==> src/rtl/caja_musical_pkg.sv <==
// Shared types for the music-box song sequencer: FSM states, note duration
// codes and the code-to-ticks conversion.
package caja_musical_pkg;

   typedef enum logic [2:0] {
      ST_IDLE,
      ST_LOAD,
      ST_PLAY,
      ST_GAP,
      ST_PAUSE
   } estado_t;

   localparam logic [1:0] LEN_HALF = 2'b00;
   localparam logic [1:0] LEN_ONE  = 2'b01;
   localparam logic [1:0] LEN_TWO  = 2'b10;
   localparam logic [1:0] LEN_END  = 2'b11;

   // Full note period in clk cycles for a playable duration code.
   function automatic logic [31:0] duracion(input logic [1:0] len,
                                             input logic [31:0] ticks_beat);
      case (len)
         LEN_HALF: return ticks_beat >> 1;
         LEN_ONE:  return ticks_beat;
         LEN_TWO:  return ticks_beat << 1;
         default:  return ticks_beat;
      endcase
   endfunction

endpackage

==> src/rtl/detector_flanco.sv <==
// Registered rising-edge detector: one-cycle pulse the cycle after a
// 0->1 transition of btn is sampled. History clears on reset.
module detector_flanco (
   input  logic clk,
   input  logic reset,
   input  logic btn,
   output logic flanco
);

   logic prev;

   always_ff @(posedge clk) begin
      if (reset) begin
         prev   <= 1'b0;
         flanco <= 1'b0;
      end else begin
         prev   <= btn;
         flanco <= btn & ~prev;
      end
   end

endmodule

==> src/rtl/secuenciador_canciones.sv <==
// Song sequencer: walks the note ROM of the selected song, timing each note
// as play + silent gap. Define AUTOREPEAT_EN to loop a song instead of idling.
module secuenciador_canciones
   import caja_musical_pkg::*;
#(
   parameter int unsigned TICKS_BEAT = 6000000,
   parameter int unsigned GAP_TICKS  = 600000,
   parameter int unsigned NUM_SONGS  = 4,
   parameter int unsigned MAX_NOTES  = 32
) (
   input  logic       clk,
   input  logic       reset,
   input  logic       btn_play,
   input  logic       btn_next,
   input  logic [1:0] note_len,
   output logic [1:0] song_sel,
   output logic [4:0] note_idx,
   output logic       mute,
   output logic       playing,
   output logic       song_done
);

   localparam logic [31:0] BEAT32 = 32'(TICKS_BEAT);
   localparam logic [31:0] GAP32  = 32'(GAP_TICKS);
   localparam logic [1:0]  SEL_MAX = 2'(NUM_SONGS - 1);
   localparam logic [4:0]  IDX_MAX = 5'(MAX_NOTES - 1);

   estado_t     state, state_n, resume_q, resume_n;
   logic [31:0] cnt, cnt_n, dur, dur_n;
   logic [4:0]  idx_n;
   logic [1:0]  sel_n;
   logic        done_n, fin;
   logic        ev_play, ev_next;

   detector_flanco u_det_play (.clk(clk), .reset(reset), .btn(btn_play), .flanco(ev_play));
   detector_flanco u_det_next (.clk(clk), .reset(reset), .btn(btn_next), .flanco(ev_next));

   always_ff @(posedge clk) begin
      if (reset) begin
         state     <= ST_IDLE;
         resume_q  <= ST_LOAD;
         cnt       <= '0;
         dur       <= BEAT32;
         note_idx  <= '0;
         song_sel  <= '0;
         song_done <= 1'b0;
      end else begin
         state     <= state_n;
         resume_q  <= resume_n;
         cnt       <= cnt_n;
         dur       <= dur_n;
         note_idx  <= idx_n;
         song_sel  <= sel_n;
         song_done <= done_n;
      end
   end

   always_comb begin
      state_n  = state;
      resume_n = resume_q;
      cnt_n    = cnt;
      dur_n    = dur;
      idx_n    = note_idx;
      sel_n    = song_sel;
      done_n   = 1'b0;
      fin      = 1'b0;

      case (state)
         ST_IDLE: if (ev_play) state_n = ST_LOAD;
         ST_LOAD: begin
            if (note_len == LEN_END) begin
               fin = 1'b1;
            end else begin
               dur_n   = duracion(note_len, BEAT32);
               cnt_n   = '0;
               state_n = ST_PLAY;
            end
         end
         ST_PLAY: begin
            if (cnt == dur - GAP32 - 32'd1) begin
               cnt_n   = '0;
               state_n = ST_GAP;
            end else begin
               cnt_n = cnt + 32'd1;
            end
         end
         ST_GAP: begin
            if (cnt == GAP32 - 32'd1) begin
               cnt_n = '0;
               if (note_idx == IDX_MAX) begin
                  fin = 1'b1;
               end else begin
                  idx_n   = note_idx + 5'd1;
                  state_n = ST_LOAD;
               end
            end else begin
               cnt_n = cnt + 32'd1;
            end
         end
         ST_PAUSE: if (ev_play) state_n = resume_q;
         default:  state_n = ST_IDLE;
      endcase

      // The cycle that sees the pause edge still counts, so the resumed note
      // plays exactly its remaining ticks. An end of song in that cycle wins.
      if (fin) begin
         done_n = 1'b1;
         idx_n  = '0;
         cnt_n  = '0;
`ifdef AUTOREPEAT_EN
         state_n = ST_LOAD;
`else
         state_n = ST_IDLE;
`endif
      end else if (ev_play && (state == ST_PLAY || state == ST_GAP)) begin
         resume_n = state_n;
         state_n  = ST_PAUSE;
      end

      if (ev_next) begin
         sel_n  = (song_sel == SEL_MAX) ? 2'd0 : song_sel + 2'd1;
         idx_n  = '0;
         cnt_n  = '0;
         done_n = 1'b0;
         case (state)
            ST_IDLE:  state_n = ST_IDLE;
            ST_PAUSE: begin
               state_n  = ST_PAUSE;
               resume_n = ST_LOAD;
            end
            default:  state_n = ST_LOAD;
         endcase
      end
   end

   assign mute    = (state != ST_PLAY);
   assign playing = (state == ST_LOAD) || (state == ST_PLAY) || (state == ST_GAP);

endmodule

==> config.mk <==
export PLATFORM = sky130hd
export DESIGN_NAME = secuenciador_canciones
export DESIGN_NICKNAME = d
export VERILOG_FILES = /design/src/rtl/caja_musical_pkg.sv /design/src/rtl/detector_flanco.sv /design/src/rtl/secuenciador_canciones.sv
export SDC_FILE = /design/constraint.sdc
export NUM_CORES = 1
export LEC_CHECK = 0
export ABC_CLOCK_PERIOD_IN_PS = 3050
export CAP_MARGIN = 10
export CORE_ASPECT_RATIO = 1.2
export CORE_UTILIZATION = 29
export CTS_CLUSTER_SIZE = 10
export DETAILED_ROUTE_END_ITERATION = 8
export MAX_ROUTING_LAYER = met4
export PLACE_DENSITY_LB_ADDON = 0.1
export SETUP_SLACK_MARGIN = 0.1
export SYNTH_ARGS = -nofsm -noshare
export SYNTH_HDL_FRONTEND = slang
export SYNTH_SLANG_ARGS = --single-unit
==> constraint.sdc <==
create_clock -name clk -period 3.05 [get_ports clk]
set_input_delay 0.61 -clock clk [delete_from_list [all_inputs] [get_ports clk]]
set_output_delay 0.61 -clock clk [all_outputs]
set_load 0.05 [all_outputs]
==> impl_metrics.ini, run 1 <==
[run_status]
status = complete, no violations

[hold_path]
timing.hold.worst.class = register to register

[synth]
ys_top_cells_by_count = 56 x dfxtp_1, 42 x nor2_1, 28 x nand2_1
yosys.cell_types.count = 52
syn_avg_cell_area_um2 = 8.42
synth_top_area_cell = dfxtp_1
syn-instance-count = 382
ys_seq_elements = 56
synth_top_area_share_pct = 34.8
synth_area_leaders = dfxtp_1 35%, xor2_1 6.3%, nor2_1 4.9%, xnor2_1 4.9%, nor2_2 3.9%
syn-num-nets = 397
synth_seq_area_share_pct = 34.8
synth_edf_count = 0
synth_warnings = 0
synthesis.area_um2 = 3220
async_flop_share_pct = 0
synth_flop_cell = dfxtp_1
post-synth-top-count-cell = dfxtp_1

[timing]
finClkSkew_ns = 0.00576
grt_setup_unrepaired = no
tightestPinTransition_ns = 0.624
setup-violations-final = 0
layout_setup_ws_ns = 0.303
timing.fmax_ghz = 0.364
fin_crit_ns = 2.75
setup_tns_ns = 0
fin_hold_ws_ns = 0.383
hold_viol_final = 0
slew_viol_final = 0
maxSlewHeadroom_pct = 58.3
min_period_over_period_pct = 90.1

[setup_path]
cp_data_required_time_ns = 3.25
start_kind = register
crit_chain = inv_1, ha_2, ha_2, xnor2_1, nor4_1, nand2_1, nor4_4, and4_1, nor4_1, a211o_1
cp_slowest_cell = nor4_4
worst-setup-path-type = register to register
critPathMaxStageDelay_ns = 0.37
cp_max_fo = 6
worst_ep_arrival_time_ns = 2.94
worstSetupEndpointType = register

[global_routing]
grt_start_max_net_pins = 25
antenna_found_initial = 0
track_usage_pct = 15.2
overflow = 0
use_met1_pct = 18.8
grt_pass1_vias = 2636
gr-usage-met3_pct = 2.68
gr-max-usage-layer = met2
use_met2_pct = 25.2
grt_pass1_wl_um = 13700

[floorplanning]
pin_count = 16
initial_utilization_pct = 30.2
coreArea_um2 = 10700
num_rows = 41
die_height_um = 117
die_w_um = 98.2
dieArea_um2 = 11500

[clocking]
cts_buffer_depth = 2
cts_buffers = 5
clk_latency_ns = 0.30
root_buffer = clkbuf_16
cts.sinks = 56
post_cts_buffers = 0
h-tree-depth = 2
tritoncts = done
clk_pin_slew_ns = 0.08

[place]
numPlacedInstances = 524
finalWeightedCongestion = 0.804
place_hpwl_um = 6110
dpl_worst_slack_ns = 0.190
port-buffer-count = 15

[cells_and_area]
regArea_um2 = 1120
antenna_cells = 0
syn_to_final_growth_pct = 16.0
multi_input_area_um2 = 2000
fillers = 1149
drive_gt1_share_pct = 13.4
nNetsFinal = 417
fin_cells = 532

[pwr]
peakVddDrop_uv = 222
p_per_area_nw_per_um2 = 404
finalPower_w = 0.00151
leakage_nw = 1.30

[routing]
ant_nets = 0
vias = 2709
dr.pass1.iters = 4
drtIter0Drc = 83
remaining_drc_errors = 0
routed_wl_um = 8090
wl_per_cell_um = 15.2
via_per_inst = 5.09

[flow_run]
max_cap_violations = 0
worst max-delay path: cells and delay by family (launching register included):
kind	cells	cell delay [ns]
XOR/XNOR	1	0.12
adder cells (fa/ha/maj)	2	0.54
buffers and inverters	1	0.12
AND/OR/NAND/NOR	5	1.24
AO/OA/AOI/OAI	1	0.27
flip-flops	1	0.35
worst paths after layout:
kind / end / cells after the start / slack (ns) / start
hold reg to reg: u_det_next.flanco$_SDFF_PP0_ / 1 / 0.38 / u_det_next.prev$_SDFF_PP0_
setup / recovery: cnt[3]$_SDFFE_PP0P_ / 10 / 0.30 / dur[14]$_SDFFE_PP0P_
setup reg to reg: cnt[3]$_SDFFE_PP0P_ / 10 / 0.30 / dur[14]$_SDFFE_PP0P_
hold / removal: u_det_next.flanco$_SDFF_PP0_ / 1 / 0.38 / u_det_next.prev$_SDFF_PP0_
repair_timing:
action,4_1_cts,5_1_grt
gates resized for setup,0,3
endpoints found under the setup margin,0,26
hold buffers,0,0
per-stage QoR:
| step | area [µm²] | utilization, % |
|---|---|---|
| global route | 3730 | 35.0 |
| detailed placement | 3550 | 33.3 |
| floorplan | 3220 | - |
| CTS | 3720 | 34.9 |
| finish | 3730 | 35.0 |
| global placement | 3550 | 33.3 |
state kept, by name (all words and copies together), names as in the netlist:
register / cells
cnt: 32
note_idx: 5
u_det_next.prev: 1
dur: 6
state: 3
u_det_play.prev: 1
song_sel: 2
u_det_play.flanco: 1
u_det_next.flanco: 1
resume_q: 3
song_done: 1
layer usage:
layer,share of wire (%),vias up
met4,1.6,0
met2,49,33
met3,2.3,11
met5,0,-
li1,-,1403
met1,47,1262
power breakdown:
part	leakage, nW	switching, W	internal (W)
registers	0.452	0.00000706	0.000736
logic	0.764	0.0000515	0.0000330
clock network	0.0804	0.000290	0.000391
total	1.30	0.000349	0.00116
layout make-up:
| class | instances | share of cell area, % |
|---|---|---|
| clock inverter | 3 | 1.24 |
| multi-input combinational | 304 | 53.6 |
| tap | 129 | 4.32 |
| timing repair buffer | 26 | 6.57 |
| sequential | 56 | 30.0 |
| clock buffer | 5 | 3.35 |
| inverter | 9 | 0.905 |
cell usage in the layout (no fill, tap or decap), types with 9 or more instances in the layout:
cell type,n
dfxtp_1,56
nor2_2,20
o21ai_0,12
xnor2_1,18
buf_4,10
clkdlybuf4s50_1,15
nor4_1,9
nand2b_1,9
xor2_1,23
nand3_1,22
and3_1,9
nor2_1,42
nor3_1,13
inv_1,9
nand2_1,28
cell families (layout without fill, tap and decap cells):
kind of cell,count (synthesis),in the layout,synth area share [%]
AO/OA/AOI/OAI,52,52,11.0
XOR/XNOR,41,41,11.2
adder cells (fa/ha/maj),9,9,3.50
buffers and inverters,22,43,3.34
flip-flops,56,56,34.8
multiplexers,5,5,1.63
AND/OR/NAND/NOR,197,197,34.6
Note: power is estimated with default switching activity, not from simulation.
==> run 2: changes to the inputs <==
Settings changed: SLEW_MARGIN from default to 30.
==> results of run 2 <==
No change in the layout: final DEF, timing and power equal those of run 1.
==> run 3: changes to the inputs <==
Settings changed: ABC_CLOCK_PERIOD_IN_PS 3050 to 2850.
Clock period 3.05 ns to 2.85 ns, I/O delays scaled along.
==> run 3 against run 2 <==
  * Combinational power grew 43%
  * Global-route usage decreased by 0.085 points
  * Cell area rose by 3.8%
  * Largest power group unchanged
  * First-iteration DRC count rose by 12%
  * Flip-flop and latch count stayed put
  * Critical path depth grew 3
  * Clock skew rose by 0.0070 ns
  * Non-clock buffer count up 18
  * Cell count up 3.4%
  * Utilization is 1.3 points higher
==> impl_metrics.ini, run 3 (synthesis results as in run 1) <==
[setup_path]
crit_chain = inv_1, ha_1, ha_1, buf_4, nor2b_2, or4_1, nand4_1, nor4_4, nand4_4, a21oi_4, buf_12, clkbuf_16, nor2_2
cp_max_fo = 7
cpMostUsedCell = ha_1
worst_ep_arrival_time_ns = 2.82
cp_data_required_time_ns = 3.04
critPathMaxStageDelay_ns = 0.39
worst-setup-path-type = register to register
cp_slowest_cell = nor4_4
start_kind = register
worstSetupEndpointType = register

[pwr]
power_switching_w = 0.000386
power_frac_comb_pct = 7.7
p_seq_share_pct = 50.8
peakVddDrop_uv = 230
leakage_nw = 1.39
p_int_w = 0.00118
finalPower_w = 0.00157
p_per_area_nw_per_um2 = 404
swShare_pct = 24.7
power_frac_clock_pct = 41.5

[routing]
via_per_inst = 5.01
drtIter0Drc = 93
remaining_drc_errors = 0
vias = 2757
wl_per_cell_um = 15.2
ant_nets = 0
routed_wl_um = 8380
dr.pass1.iters = 4

[clocking]
cts_buffer_depth = 2
clk_pin_slew_ns = 0.08
cts.sinks = 56
h-tree-depth = 2
tritoncts = done
clk_latency_ns = 0.31
cts_buffers = 5
root_buffer = clkbuf_16

[run_status]
status = complete, no violations

[floorplanning]
initial_utilization_pct = 30.2
num_rows = 41
coreArea_um2 = 10700
die_w_um = 98.2
pin_count = 16
die_height_um = 117
dieArea_um2 = 11500

[cells_and_area]
final_cell_mix = 56 x dfxtp_1, 42 x nor2_1, 28 x nand2_1
largest_register_ffs = 32
fillers = 1128
largest-register = cnt
final_common_cell = dfxtp_1
antenna_cells = 0
multi_input_area_um2 = 1990
final_util_pct = 36.3
drive_gt1_share_pct = 16.9
nNetsFinal = 435
syn_to_final_growth_pct = 20.4
largestRegisters = cnt x32, dur x6, note_idx x5
regArea_um2 = 1120

[timing]
timing.fmax_ghz = 0.381
fin_crit_ns = 2.63
maxSlewHeadroom_pct = 44.2
slew_viol_final = 0
finClkSkew_ns = 0.0128
hold_viol_final = 0
grt_setup_unrepaired = no
tightestPinTransition_ns = 0.829
setup-violations-final = 0
setup_tns_ns = 0
min_period_over_period_pct = 92.2

[global_routing]
grt_pass1_vias = 2577
grt_start_max_net_pins = 20
antenna_found_initial = 0
grt_pass1_wl_um = 13400
overflow = 0
track_usage_pct = 15.2

[place]
finalWeightedCongestion = 0.770
place_hpwl_um = 6290
port-buffer-count = 15

[hold_path]
timing.hold.worst.class = register to register

[flow_run]
max_cap_violations = 0
==> run 3: metrics by stage <==
step           cell area, µm²  instances  hold WS, ns  worst slack [ns]
2_1_floorplan            3220        382        0.367             0.329
3_3_place_gp             3600        531        0.371             0.160
3_5_place_dp             3600        531        0.382             0.136
4_1_cts                  3750        539        0.394             0.119
5_1_grt                  3870        550        0.399            0.0769
6_report                 3870        550        0.390             0.223
==> run 3: routing by layer <==
metal,wire [µm],global-route usage (%),up-vias
met3,200,2.50,11
met4,143,5.32,0
met5,0,-,-
met1,3940,18.4,1281
met2,4100,25.3,35
li1,-,-,1430
==> run 3: worst max-delay path, delay by kind of cell, from the launching register on <==
kind	cells	cell delay, ns
buf+inv	4	0.53
compound gates	1	0.20
simple gates	6	1.00
flops	1	0.36
fa+ha+maj	2	0.40
==> run 3: what timing repair did <==
action,in CTS,in global routing
hold buffers,0,0
endpoints found under the setup margin,2,20
resized for setup,0,2
pin swaps,1,3
gates cloned,0,2
setup buffers,0,9
==> run 3: power by group through the flow <==
stage | clock [W] | sequential [W] | combinational [W]
detailed placement | 0 | 0.000814 | 0.0000927
finish | 0.000650 | 0.000795 | 0.000121
global placement | 0 | 0.000814 | 0.0000926
CTS | 0.000670 | 0.000796 | 0.0000933
global route | 0.000700 | 0.000797 | 0.000130
floorplan | 0 | 0.000816 | 0.0000557
==> run 3: area by class of cell <==
type,count,share of cell area [%]
multi-input combinational,304,51.5
sequential,56,28.9
timing repair buffer,44,10.7
tap,129,4.17
clock buffer,5,3.23
inverter,9,0.872
clock inverter,3,0.646
==> run 3: final timing paths <==
check                             start                            to  slack [ns]  cells past startpoint
max                dur[14]$_SDFFE_PP0P_          cnt[16]$_SDFFE_PP0P_        0.22                     13
min          u_det_play.prev$_SDFF_PP0_  u_det_play.flanco$_SDFF_PP0_        0.39                      1
max reg2reg        dur[14]$_SDFFE_PP0P_          cnt[16]$_SDFFE_PP0P_        0.22                     13
min reg2reg  u_det_play.prev$_SDFF_PP0_  u_det_play.flanco$_SDFF_PP0_        0.39                      1
